`config.mk`:
```
export PLATFORM = sky130hd
export DESIGN_NAME = udp_loop_fifo_reader
export DESIGN_NICKNAME = d
export VERILOG_FILES = /design/src/rtl/udp_loop_fifo_reader.sv
export SDC_FILE = /design/constraint.sdc
export NUM_CORES = 1
export LEC_CHECK = 0
export CAP_MARGIN = 0
export CORE_AREA = 2 2 87 89
export CTS_CLUSTER_SIZE = 25
export DETAILED_ROUTE_END_ITERATION = 10
export DIE_AREA = 0 0 89 91
export PLACE_DENSITY = 0.74
export REMOVE_ABC_BUFFERS = 1
export SLEW_MARGIN = 20
export SYNTH_ARGS = -nofsm -noshare
export SYNTH_HDL_FRONTEND = slang
export SYNTH_SLANG_ARGS = --single-unit
```
`constraint.sdc`:
```
create_clock -name rclk -period 2.59 [get_ports rclk]
set_input_delay 0.259 -clock rclk [delete_from_list [all_inputs] [get_ports rclk]]
set_output_delay 0.259 -clock rclk [all_outputs]
set_load 0.005 [all_outputs]
```
`src/rtl/udp_loop_fifo_reader.sv`:
```
// Read-side drain for the UDP loopback FIFO: decides packet size from the water level,
// launches the UDP transmitter and maps its byte requests onto FIFO read enables.
module udp_loop_fifo_reader #(
    parameter int unsigned PKT_MAX_LEN = 1024,
    parameter int unsigned TIMEOUT_CYC = 1000,
    parameter int unsigned LVL_W       = 12
) (
    input  logic             rclk,
    input  logic             rrst,
    input  logic             fifo_rempty,
    input  logic [LVL_W-1:0] fifo_rd_water_level,
    output logic             fifo_r_en,
    input  logic [7:0]       fifo_rdata,
    output logic             tx_start_en,
    output logic [15:0]      tx_byte_num,
    input  logic             tx_req,
    output logic [7:0]       tx_data,
    input  logic             tx_done,
    output logic             busy,
    output logic             underrun_err
);

    localparam int unsigned CNT_W  = 16;
    localparam int unsigned IDLE_W = $clog2(TIMEOUT_CYC);

    typedef enum logic [1:0] {
        IDLE      = 2'd0,
        START     = 2'd1,
        SEND      = 2'd2,
        WAIT_DONE = 2'd3
    } state_t;

    state_t             state;
    logic [LVL_W-1:0]   lvl_q;
    logic [IDLE_W-1:0]  idle_cnt;
    logic [CNT_W-1:0]   sent_cnt;
    logic [CNT_W-1:0]   byte_num;
    logic [CNT_W-1:0]   sent_cnt_inc;
    logic               rd_q;
    logic [7:0]         data_q;

    assign sent_cnt_inc = sent_cnt + 16'd1;
    assign tx_byte_num  = byte_num;

    // Read enable is combinational so FIFO read latency matches the transmitter's next-cycle sample.
    always_comb begin
        fifo_r_en = 1'b0;
        if (!rrst && state == SEND && tx_req && !fifo_rempty && (sent_cnt < byte_num)) begin
            fifo_r_en = 1'b1;
        end
    end

    // Present fresh FIFO data the cycle after a read, otherwise hold the last byte.
    assign tx_data = rd_q ? fifo_rdata : data_q;

    always_ff @(posedge rclk) begin
        if (rrst) begin
            state        <= IDLE;
            lvl_q        <= '0;
            idle_cnt     <= '0;
            sent_cnt     <= '0;
            byte_num     <= '0;
            rd_q         <= 1'b0;
            data_q       <= '0;
            tx_start_en  <= 1'b0;
            busy         <= 1'b0;
            underrun_err <= 1'b0;
        end else begin
            lvl_q       <= fifo_rd_water_level;
            tx_start_en <= 1'b0;
            rd_q        <= fifo_r_en;
            if (rd_q) begin
                data_q <= fifo_rdata;
            end

            case (state)
                IDLE: begin
                    if (32'(lvl_q) >= PKT_MAX_LEN) begin
                        byte_num    <= 16'(PKT_MAX_LEN);
                        idle_cnt    <= '0;
                        state       <= START;
                        tx_start_en <= 1'b1;
                        busy        <= 1'b1;
                    end else if (lvl_q != '0) begin
                        if (idle_cnt == IDLE_W'(TIMEOUT_CYC - 1)) begin
                            byte_num    <= 16'(lvl_q);
                            idle_cnt    <= '0;
                            state       <= START;
                            tx_start_en <= 1'b1;
                            busy        <= 1'b1;
                        end else begin
                            idle_cnt <= idle_cnt + IDLE_W'(1);
                        end
                    end else begin
                        idle_cnt <= '0;
                    end
                end
                START: begin
                    sent_cnt <= '0;
                    state    <= SEND;
                end
                SEND: begin
                    // An early tx_done aborts; unread bytes remain for the next packet.
                    if (tx_done) begin
                        state <= IDLE;
                        busy  <= 1'b0;
                    end else if (fifo_r_en) begin
                        sent_cnt <= sent_cnt_inc;
                        if (sent_cnt_inc == byte_num) begin
                            state <= WAIT_DONE;
                        end
                    end
                    if (tx_req && fifo_rempty) begin
                        underrun_err <= 1'b1;
                    end
                end
                WAIT_DONE: begin
                    if (tx_done) begin
                        state <= IDLE;
                        busy  <= 1'b0;
                    end
                end
                default: begin
                    state <= IDLE;
                    busy  <= 1'b0;
                end
            endcase
        end
    end

endmodule

```
==> results.md <==
- finished clean — run status
- 30.8% — P&R area growth vs syn
- 0 ns — final setup TNS
- 0 — Final Setup Violations
- 0 — EDFF count, synth
- 570 — Layout Cells excl Fill
- 5.54 — mean number of vias per cell
- dfxtp_1 — most frequent standard cell in the layout excluding fill and tap cells
- input port to flop — Tightest Hold Check Type
- 52 — number of unique standard cell types used by synthesis
- 505 — net count reported at finish
- 0.212 — GRT Util Overall
- 0 — antenna-violating nets left
- 4040 um^2 — instance area at placement
- 0 — max-capacitance violation count
- 0 — async set-or-reset flop fraction in the synthesized netlist
- 550 — dpl cells
- 0.448 ns — final hold slack
- 9 — CTS Buf Count
- flop to flop — worst setup path category
- 9 — Worst path depth
- 2.16 mW — final total power
- tx_byte_num[9] — timing startpoint of the critical path
- 0.170 — proportion of layout cells with a drive suffix above 1
- 0 — DRC Markers
- 3157 — count of vias placed by the detailed router
- built — TritonCTS clock tree
- 9 — cells on worst reg2reg path
- 1.67 nW — leakage power summed over all cells
- 0.34 ns — clock insertion delay at the later pin of the skew report
- 2 — number of buffers on the longest clock path
- 158 — initial DRC count
- 51 — maximum number of pins on one net before global-route repair
- false — setup repair after global routing missed its margin
- 7140 um^2 — core region area
- clkbuf_8 — cell chosen for the clock root
- 14.4 um — WL per Instance
- 3011 — number of global-route vias before repair
- 0.951 — fraction of the cycle the final worst path needs
- inv_1 -> ha_4 -> a21oi_2 -> a21boi_0 -> or4_4 -> or3_4 -> buf_6 -> o311ai_2 -> o41ai_1 — cells along the critical path
- 2.68 ns — data arrival time of the critical path
- 0 — Fin. Hold Viols
- 7 — Max Fanout on Critical Path
- 0.50 ns — max incr delay on CP
- 0.878 — Routability Congestion
- 636 — filler instances
- 396 — post-synthesis instance total
- 0.126 ns — post-layout worst setup margin
- 8.20 mm — Post-Route WL
- 0 — global-route congestion overflow total
- sent_cnt[7] — reg-to-reg critical path endpoint
- 64 — number of storage elements in the synthesis netlist
- 0.628 — remaining max-slew budget at the tightest pin
- 89 um — Die X
- 8.42 um^2 — syn_area_per_cell
- 0.554 ns — transition time at the pin with the least slew margin
- 31 — number of placement rows
- 406 MHz — highest achievable clock rate
- 3330 um^2 — netlist area before placement
- flop — CP Launch Type
- 48 — IO buf count
- 0.384 — share of synthesized area occupied by flip-flops and latches
- 0 — initial antenna violation count
- flop — kind of capture point of the worst setup path
- 2 — count of buffering cells on the critical path with inverters included
- 0.611 — post-route core utilization
- 6.05 mm — HPWL reported at the end of detailed placement
- dfxtp_1, clkdlybuf4s50_1, buf_4 — most frequent cells in the layout
- -0.0236 ns — minimum setup slack after placement
- 64 — sinks on the clock net
- 0.13 ns — setup slack of the worst register-to-register path
- 1920 um^2 — area of the multi-input gates
- 2.46 ns — Final Critical Period
- 0.000305 V — worst supply voltage drop on vdd
- 5 — detailed-router iteration count before antenna repair
- 13.7 mm — first-pass GRT wire length
- or4_4 — slowest cell on the critical path
- sent_cnt[7] — destination of the critical timing path
- simple AND/OR/NAND/NOR gates — kind of cell adding the most delay to the critical path
- 1290 um^2 — combined flip-flop and latch cell area
- 0 — Ant. Diodes
- 4360 um^2 — final design instance area without fill
- 0 — Ys Warns
- 8100 um^2 — floorplan die area
- 495 nW/um^2 — P per Cell Area
- 3 — depth of the CTS H-tree
- 0 — quantity of hold-fixing buffers added after cts
- dfxtp_1 — leading register cell type out of synthesis
- 0 — count of final max-slew check failures
- 91 um — height of the chip
- 0.467 — effective utilization at floorplan
- 2.81 ns — Data required, critical path
- 0.07 ns — clock transition at the registers of the reported paths
- tx_byte_num[9] — Crit Reg-Reg Startpoint
- 0.00599 ns — Worst Skew
- 53 — number of top-level design ports
-- logic make-up after synthesis --
kind of cell | share of synthesized area
AO/OA/AOI/OAI | 0.153
multiplexers | 0.0450
AND/OR/NAND/NOR | 0.272
other | 0.00113
flip-flops | 0.384
XOR/XNOR | 0.0263
adder cells (fa/ha/maj) | 0.0526
buffers and inverters | 0.0657
-- routing by layer --
| metal | global-route usage | part of all wire | vias to the layer above |
|---|---|---|---|
| li1 | - | - | 1550 |
| met4 | 0.0709 | 0.017 | 0 |
| met5 | 0 | 0 | - |
| met3 | 0.0591 | 0.063 | 18 |
| met2 | 0.334 | 0.48 | 120 |
| met1 | 0.276 | 0.44 | 1469 |
-- worst reg2reg max path, cell delays in order (launching register included) --
cell	delay (ns)
dfxtp_1	0.34
inv_1	0.11
ha_4	0.27
a21oi_2	0.13
a21boi_0	0.12
or4_4	0.50
or3_4	0.35
buf_6	0.15
o311ai_2	0.26
o41ai_1	0.12
-- flip-flops by register name, indices dropped and copies added (netlist names) --
| register | cells |
|---|---|
| tx_start_en | 1 |
| underrun_err | 1 |
| lvl_q | 12 |
| idle_cnt | 10 |
| busy | 1 |
| sent_cnt | 16 |
| data_q | 8 |
| state | 2 |
| tx_byte_num | 12 |
| rd_q | 1 |
-- cell usage after synthesis, types with 2 or more instances --
cell      count  area [um^2]
a211o_1       3         26.3
a211oi_1      3         22.5
a21o_1        2         15.0
a21oi_1      24          120
a22oi_1       2         15.0
a311oi_1      4         35.0
a31o_2        2         17.5
a31oi_1       3         18.8
and2_1        3         18.8
and3_1       13         81.3
and4_1        2         17.5
buf_4         6         45.0
clkbuf_1     19         71.3
dfxtp_1      64         1280
ha_1         14          175
inv_1        23         86.3
mux2_2        8         90.1
mux2i_1       6         60.1
nand2_1      30          113
nand2b_1      3         18.8
nand3_1      27          135
nand4_1      11         68.8
nor2_1       19         71.3
nor2b_1      23          144
nor3_1        5         25.0
nor3b_1       5         37.5
nor4_1        9         56.3
o211ai_1      2         15.0
o21ai_0      17         85.1
o31a_1        3         26.3
o31ai_1       2         15.0
o41ai_1       2         17.5
or2_2         2         12.5
or3_1         9         56.3
xnor2_1       4         35.0
xor2_1        6         52.6
-- power by group --
| group | internal [mW] | switching, mW | total, mW |
|---|---|---|---|
| clock network | 0.495 | 0.372 | 0.867 |
| logic | 0.128 | 0.136 | 0.264 |
| registers | 1.01 | 0.0174 | 1.03 |
-- worst min path at each step --
| stage | start | to | slack (ns) | cells past startpoint |
|---|---|---|---|---|
| floorplan | rrst | busy | 0.33 | 1 |
| global placement | busy | busy | 0.45 | 2 |
| detailed placement | busy | busy | 0.46 | 2 |
| CTS | rrst | underrun_err | 0.45 | 4 |
| global route | fifo_rd_water_level[6] | lvl_q[6] | 0.47 | 2 |
| finish | rrst | underrun_err | 0.45 | 4 |
-- layout make-up --
class | count | area share
Clock buffer | 13 | 0.0365
Tap cell | 99 | 0.0284
Clock inverter | 3 | 0.00918
Inverter | 23 | 0.0198
Multi-Input combinational cell | 285 | 0.441
Sequential cell | 64 | 0.295
Timing Repair Buffer | 83 | 0.170
-- what timing repair did --
item	in CTS	in global routing
setup buffers	3	0
cloned	1	0
pin swaps	1	3
setup endpoints to repair	6	14
gates resized for setup	9	11
(Power assumes the default switching activity.)
